## src/rtl/gcd_arbiter.sv

```systemverilog
// gcd_arbiter: round-robin scheduler sharing one subtract-based GCD datapath among NREQ
// requesters. Arbitrates, steers the granted requester's operands into the datapath,
// sequences the load/compare/subtract loop from the datapath flags, and returns the result
// and an error flag to the granted requester.
//
// Optional feature macro: GCD_ZERO_CHECK_EN
//   defined   - a zero operand is detected in LOAD_A; the job skips the datapath and returns
//               op_a|op_b with err=0.
//   undefined - zero operands run through the datapath (gcd(0,x) times out with err=1).
//
// Ports:
//   clk, rst_n          clock, synchronous active-low reset
//   req[NREQ]           per-requester level request, held until own done
//   op_a, op_b          packed operands, slice i belongs to requester i
//   gnt[NREQ]           registered one-hot grant, zero when idle
//   done[NREQ]          one-cycle completion pulse to the granted requester
//   result, err         registered GCD and timeout/error flag, qualified by done
//   data_in             operand mux to the datapath
//   ldA, ldB, sel1,
//   sel2, sel_in        datapath controls
//   lt, gt, eq, dp_a    datapath comparator flags and A register value
module gcd_arbiter #(
  parameter int unsigned NREQ     = 4,
  parameter int unsigned WIDTH    = 16,
  parameter int unsigned MAX_ITER = 1023
) (
  input  logic                  clk,
  input  logic                  rst_n,
  input  logic [NREQ-1:0]       req,
  input  logic [NREQ*WIDTH-1:0] op_a,
  input  logic [NREQ*WIDTH-1:0] op_b,
  output logic [NREQ-1:0]       gnt,
  output logic [NREQ-1:0]       done,
  output logic [WIDTH-1:0]      result,
  output logic                  err,
  output logic [WIDTH-1:0]      data_in,
  output logic                  ldA,
  output logic                  ldB,
  output logic                  sel1,
  output logic                  sel2,
  output logic                  sel_in,
  input  logic                  lt,
  input  logic                  gt,
  input  logic                  eq,
  input  logic [WIDTH-1:0]      dp_a
);

  localparam int unsigned PW = (NREQ > 1) ? $clog2(NREQ) : 1;
  localparam int unsigned CW = $clog2(MAX_ITER + 1);

  localparam logic [2:0] StIdle  = 3'd0;
  localparam logic [2:0] StLoadA = 3'd1;
  localparam logic [2:0] StLoadB = 3'd2;
  localparam logic [2:0] StCmp   = 3'd3;
  localparam logic [2:0] StWait  = 3'd4;
  localparam logic [2:0] StResp  = 3'd5;

  logic [2:0]       state_q, state_d;
  logic [NREQ-1:0]  gnt_q, gnt_d;
  logic [PW-1:0]    idx_q, idx_d;
  logic [PW-1:0]    ptr_q, ptr_d;
  logic [CW-1:0]    cnt_q, cnt_d;
  logic [WIDTH-1:0] result_q, result_d;
  logic             err_q, err_d;

  logic [PW-1:0]    pick;
  logic [WIDTH-1:0] a_arr [NREQ];
  logic [WIDTH-1:0] b_arr [NREQ];
  logic [WIDTH-1:0] cur_a, cur_b;

  // Unpack operand buses so the granted slice can be selected by index.
  always_comb begin
    for (int i = 0; i < int'(NREQ); i++) begin
      a_arr[i] = op_a[i*WIDTH +: WIDTH];
      b_arr[i] = op_b[i*WIDTH +: WIDTH];
    end
  end

  assign cur_a = a_arr[idx_q];
  assign cur_b = b_arr[idx_q];

  // Round-robin pick: the requester with the smallest distance upward from ptr wins.
  always_comb begin
    int best;
    int off;
    best = int'(NREQ);
    off  = 0;
    pick = '0;
    for (int k = 0; k < int'(NREQ); k++) begin
      if (req[k]) begin
        off = (k + int'(NREQ) - int'(ptr_q)) % int'(NREQ);
        if (off < best) begin
          best = off;
          pick = PW'(k);
        end
      end
    end
  end

  always_comb begin
    state_d  = state_q;
    gnt_d    = gnt_q;
    idx_d    = idx_q;
    ptr_d    = ptr_q;
    cnt_d    = cnt_q;
    result_d = result_q;
    err_d    = err_q;
    data_in  = '0;
    ldA      = 1'b0;
    ldB      = 1'b0;
    sel1     = 1'b0;
    sel2     = 1'b0;
    sel_in   = 1'b0;
    done     = '0;

    case (state_q)
      StIdle: begin
        if (|req) begin
          gnt_d   = NREQ'(1) << pick;
          idx_d   = pick;
          cnt_d   = '0;
          state_d = StLoadA;
        end
      end
      StLoadA: begin
        sel_in  = 1'b1;
        data_in = cur_a;
`ifdef GCD_ZERO_CHECK_EN
        if ((cur_a == '0) || (cur_b == '0)) begin
          // gcd(0,x) = x, gcd(0,0) = 0: answer directly without touching the datapath.
          result_d = cur_a | cur_b;
          err_d    = 1'b0;
          state_d  = StResp;
        end else begin
          ldA     = 1'b1;
          state_d = StLoadB;
        end
`else
        ldA     = 1'b1;
        state_d = StLoadB;
`endif
      end
      StLoadB: begin
        sel_in  = 1'b1;
        ldB     = 1'b1;
        data_in = cur_b;
        state_d = StCmp;
      end
      StCmp: begin
        if (eq) begin
          result_d = dp_a;
          err_d    = 1'b0;
          state_d  = StResp;
        end else if (cnt_q == CW'(MAX_ITER)) begin
          result_d = dp_a;
          err_d    = 1'b1;
          state_d  = StResp;
        end else if (lt) begin
          sel1    = 1'b1;
          ldB     = 1'b1;
          cnt_d   = cnt_q + 1'b1;
          state_d = StWait;
        end else if (gt) begin
          sel2    = 1'b1;
          ldA     = 1'b1;
          cnt_d   = cnt_q + 1'b1;
          state_d = StWait;
        end
      end
      StWait: begin
        // Datapath settle cycle before the flags are trusted again.
        state_d = StCmp;
      end
      StResp: begin
        done    = gnt_q;
        ptr_d   = (idx_q == PW'(NREQ - 1)) ? '0 : idx_q + 1'b1;
        gnt_d   = '0;
        state_d = StIdle;
      end
      default: begin
        state_d = StIdle;
        gnt_d   = '0;
      end
    endcase
  end

  always_ff @(posedge clk) begin
    if (!rst_n) begin
      state_q  <= StIdle;
      gnt_q    <= '0;
      idx_q    <= '0;
      ptr_q    <= '0;
      cnt_q    <= '0;
      result_q <= '0;
      err_q    <= 1'b0;
    end else begin
      state_q  <= state_d;
      gnt_q    <= gnt_d;
      idx_q    <= idx_d;
      ptr_q    <= ptr_d;
      cnt_q    <= cnt_d;
      result_q <= result_d;
      err_q    <= err_d;
    end
  end

  assign gnt    = gnt_q;
  assign result = result_q;
  assign err    = err_q;

endmodule
```

## config.mk

```make
export PLATFORM = sky130hd
export DESIGN_NAME = gcd_arbiter
export DESIGN_NICKNAME = d
export VERILOG_FILES = /design/src/rtl/gcd_arbiter.sv
export SDC_FILE = /design/constraint.sdc
export NUM_CORES = 1
export LEC_CHECK = 0
export BUFFER_PORTS_ARGS = -buffer_cell sky130_fd_sc_hd__buf_2
export CAP_MARGIN = 40
export CORE_MARGIN = 2
export CORE_UTILIZATION = 46
export DETAILED_ROUTE_END_ITERATION = 12
export PLACE_DENSITY = 0.87
export SKIP_CTS_REPAIR_TIMING = 1
export SYNTH_ARGS = -nofsm -noshare
export SYNTH_HDL_FRONTEND = slang
export SYNTH_SLANG_ARGS = --single-unit
```

## constraint.sdc

```tcl
create_clock -name clk -period 3.9 [get_ports clk]
set_input_delay 0.585 -clock clk [delete_from_list [all_inputs] [get_ports clk]]
set_output_delay 0.585 -clock clk [all_outputs]
set_load 0.05 [all_outputs]
```

==> summary.md <==
| Metric | Value |
|---|---|
| Initial core utilization | `47.80%` |
| Worst EP arrival | `3.25 ns` |
| Final Hold Viols | `0` |
| Worst min-delay path category | `reg2reg` |
| Most common cell in the synthesized netlist | `dfxtp_1` |
| Post-synth top cells | `dfxtp_1 (38), mux4_2 (32), a21oi_1 (29)` |
| Leakage | `1.824 nW` |
| GRT Util Overall | `27.74%` |
| Post-Synth Adder-Cell Area | `1.649%` |
| Reg2reg start | `ptr_q[0]` |
| Placed Cells incl. Taps | `560` |
| Crit path max-delay cell type | `dfxtp_1` |
| Pins Over Slew Limit | `0` |
| Hold path depth | `2` |
| Maximum vdd drop | `284.8 uV` |
| Dpl ws | `0.7633 ns` |
| Status | `finished clean` |
| Fin crit period | `3.025 ns` |
| CP Cell Sequence | `nand2b_1 > nor3b_1 > a21oi_1 > ha_1 > o21a_1 > o22ai_1 > a221o_2 > o21ai_0 > ha_1 > o221ai_1 > a21oi_1 > a32o_1` |
| Main combinational cell family by area after synthesis | `multiplexers` |
| CORE AREA | `6350 um^2` |
| Die X | `85.23 um` |
| Largest net degree at the start of global routing | `35` |
| CP required | `4.13 ns` |
| Die height | `85.23 um` |
| Root Driver | `clkbuf_8` |
| DRC violations left | `0` |
| Crit. End Element | `flop` |
| Reg2reg end | `gnt[0]` |
| Post-synthesis mux area share | `26.38%` |
| WL final | `10.56 mm` |
| Hold path start | `result[11]` |
| R2r setup slk | `0.87 ns` |
| Synth area leader | `dfxtp_1` |
| Final Setup Violations | `0` |
| Clock buffer count from CTS | `5` |
| Crit path launch type | `flop` |
| Sink Count | `38` |
| Xor/xnor share of the synthesized area | `0.5771%` |
| Seq/Total Area, Yosys | `25.06%` |
| Via density | `5.944` |
| Fill count | `547` |
| Relative slew slack | `58.10%` |
| Mapped Area | `3035 um^2` |
| CTS max path bufs | `2` |
| Fraction of layout cells with a size suffix above 1 | `53.67%` |
| Via count | `3,388` |
| Final net count | `647` |
| Max-cap violations | `0` |
| Yosys reg bits | `38` |
| Crit path kind | `reg2reg` |
| Worst skew pair latency | `0.29 ns` |
| Final period util | `77.58%` |
| RSZ-0062 raised after global routing | `no` |
| Share of flip-flops with an asynchronous set or reset | `0%` |
| Row cnt | `29` |
| R2R cell count | `12` |
| CP Max Fanout | `7` |
| Synth-to-layout area growth | `35.61%` |
| Post-synth EDFFs | `0` |
| DRT Pass-1 Iters | `5` |
| I/O Pins | `199` |
| Syn nets | `465` |
| Antenna Nets Post-Route | `0` |
| Util after Layout | `64.83%` |
| Synth Instances | `308` |
| Worst-Margin Slew | `0.6228 ns` |
| Netlist cell types | `60` |
| Hold Path Sink | `result[11]` |
| Setup Skew | `0.008583 ns` |
| Compound-Gate Fraction of Synth Area | `22.55%` |
| Final worst slack | `0.8746 ns` |
| Largest cells by area after synthesis | `dfxtp_1 (25%), mux4_2 (24%), a22o_1 (4.9%)` |
| Wire per inst | `18.52 um` |
| Vias in the first global route | `3,240` |
| DP HPWL | `8.454 mm` |
| CTS tree | `yes` |
| Initial antenna violation count | `3` |
| PwrDens | `420.1 nW/um^2` |
| Fmax | `0.3305 GHz` |
| Die area | `7264 um^2` |
| H-tree depth | `2` |
| Setup_tns | `0 ns` |
| Simple-Gate Fraction of Synth Area | `17.64%` |
| Clk pin slew, worst setup/hold paths | `0.07 ns` |
| Synthesis warning total | `0` |
| Top FF cell, synth | `dfxtp_1` |
| Port Buffers | `198` |
| Non-filler cells, final | `570` |
| Share of the synthesized area in the top cell type | `25.06%` |
| Routability cong. | `0.9241` |
| Grt ovf | `0` |
| Worst path max stage delay | `0.46 ns` |
| Initial drt markers | `223` |
| Mapped Avg Cell Area | `9.855 um^2` |
| First-pass GRT wire length | `16.01 mm` |
-- per-stage QoR --
stage | hold WS [ns] | area [um^2] | power (W)
after CTS | 0.4739 | 4109 | 0.001739
final | 0.4726 | 4116 | 0.001729
after global placement | 0.4583 | 4029 | 0.001466
after detailed placement | 0.4634 | 4029 | 0.001487
after floorplan | 0.4547 | 3035 | 0.001247
after global routing | 0.4919 | 4116 | 0.001833
-- routing by layer --
layer / vias to the layer above / track usage, % / part of all wire [%]
met2: 168 / 48.22 / 51
met4: 0 / 11.11 / 3.0
met3: 32 / 7.101 / 7.9
met5: - / 0 / 0
met1: 1609 / 32.59 / 38
li1: 1579 / - / -
-- how the worst max path moves through the flow --
stage | depth (start not counted) | slack [ns] | from | to
2_1_floorplan | 6 | 0.70 | cnt_q[0] | ldA
3_3_place_gp | 12 | 0.91 | req[0] | gnt[0]
3_5_place_dp | 12 | 0.76 | req[0] | gnt[0]
4_1_cts | 12 | 0.96 | ptr_q[0] | gnt[0]
5_1_grt | 12 | 0.69 | ptr_q[0] | gnt[0]
6_report | 12 | 0.87 | ptr_q[0] | gnt[0]
-- flip-flops by register name, indices dropped and copies added, names as in the netlist --
name	cells
result	16
ptr_q	2
idx_q	2
gnt	4
err	1
cnt_q	10
state_q	3
-- critical path, delay by kind of cell (launching register included) --
family	cells	cell delay, ns
fa+ha+maj	2	0.60
flops	1	0.46
compound gates	8	1.48
simple gates	2	0.44
-- placed cells by master (no fill, tap or decap), drive strengths merged, types with 3 or more instances in the layout --
master  instances
buf           206
dfxtp          38
mux4           32
a21oi          29
o21ai          25
nand3          21
a22o           17
nand2          13
nor2           10
mux2i           8
and2            7
nand2b          6
nor3            6
clkbuf          6
inv             4
nand4           4
ha              4
nor4            4
diode           3
and3            3
a32o            3
or2             3
-- logic make-up after synthesis --
family | count (synthesis)
xor+xnor | 2
compound gates | 98
buf+inv | 36
mux | 40
fa+ha+maj | 4
simple gates | 90
flops | 38
-- final cells by class --
class	instances	area [um^2]	area share [%]
antenna	3	7.507	0.1824
clock buffer	6	72.57	1.763
clock inverter	1	7.507	0.1824
inverter	5	18.77	0.4559
multi-input combinational	234	2088	50.73
sequential	38	762.0	18.51
tap	77	96.34	2.340
timing repair buffer	206	1064	25.84
-- power by group --
| part | switching [W] | internal (W) | leakage [nW] | total, W |
|---|---|---|---|---|
| logic | 0.000627 | 0.000406 | 1.48 | 0.00103 |
| registers | 0.0000327 | 0.000412 | 0.308 | 0.000445 |
| clock network | 0.000129 | 0.000122 | 0.0373 | 0.000251 |
| total | 0.000789 | 0.000940 | 1.82 | 0.00173 |
No activity file was read; power rests on OpenSTA's default activity.
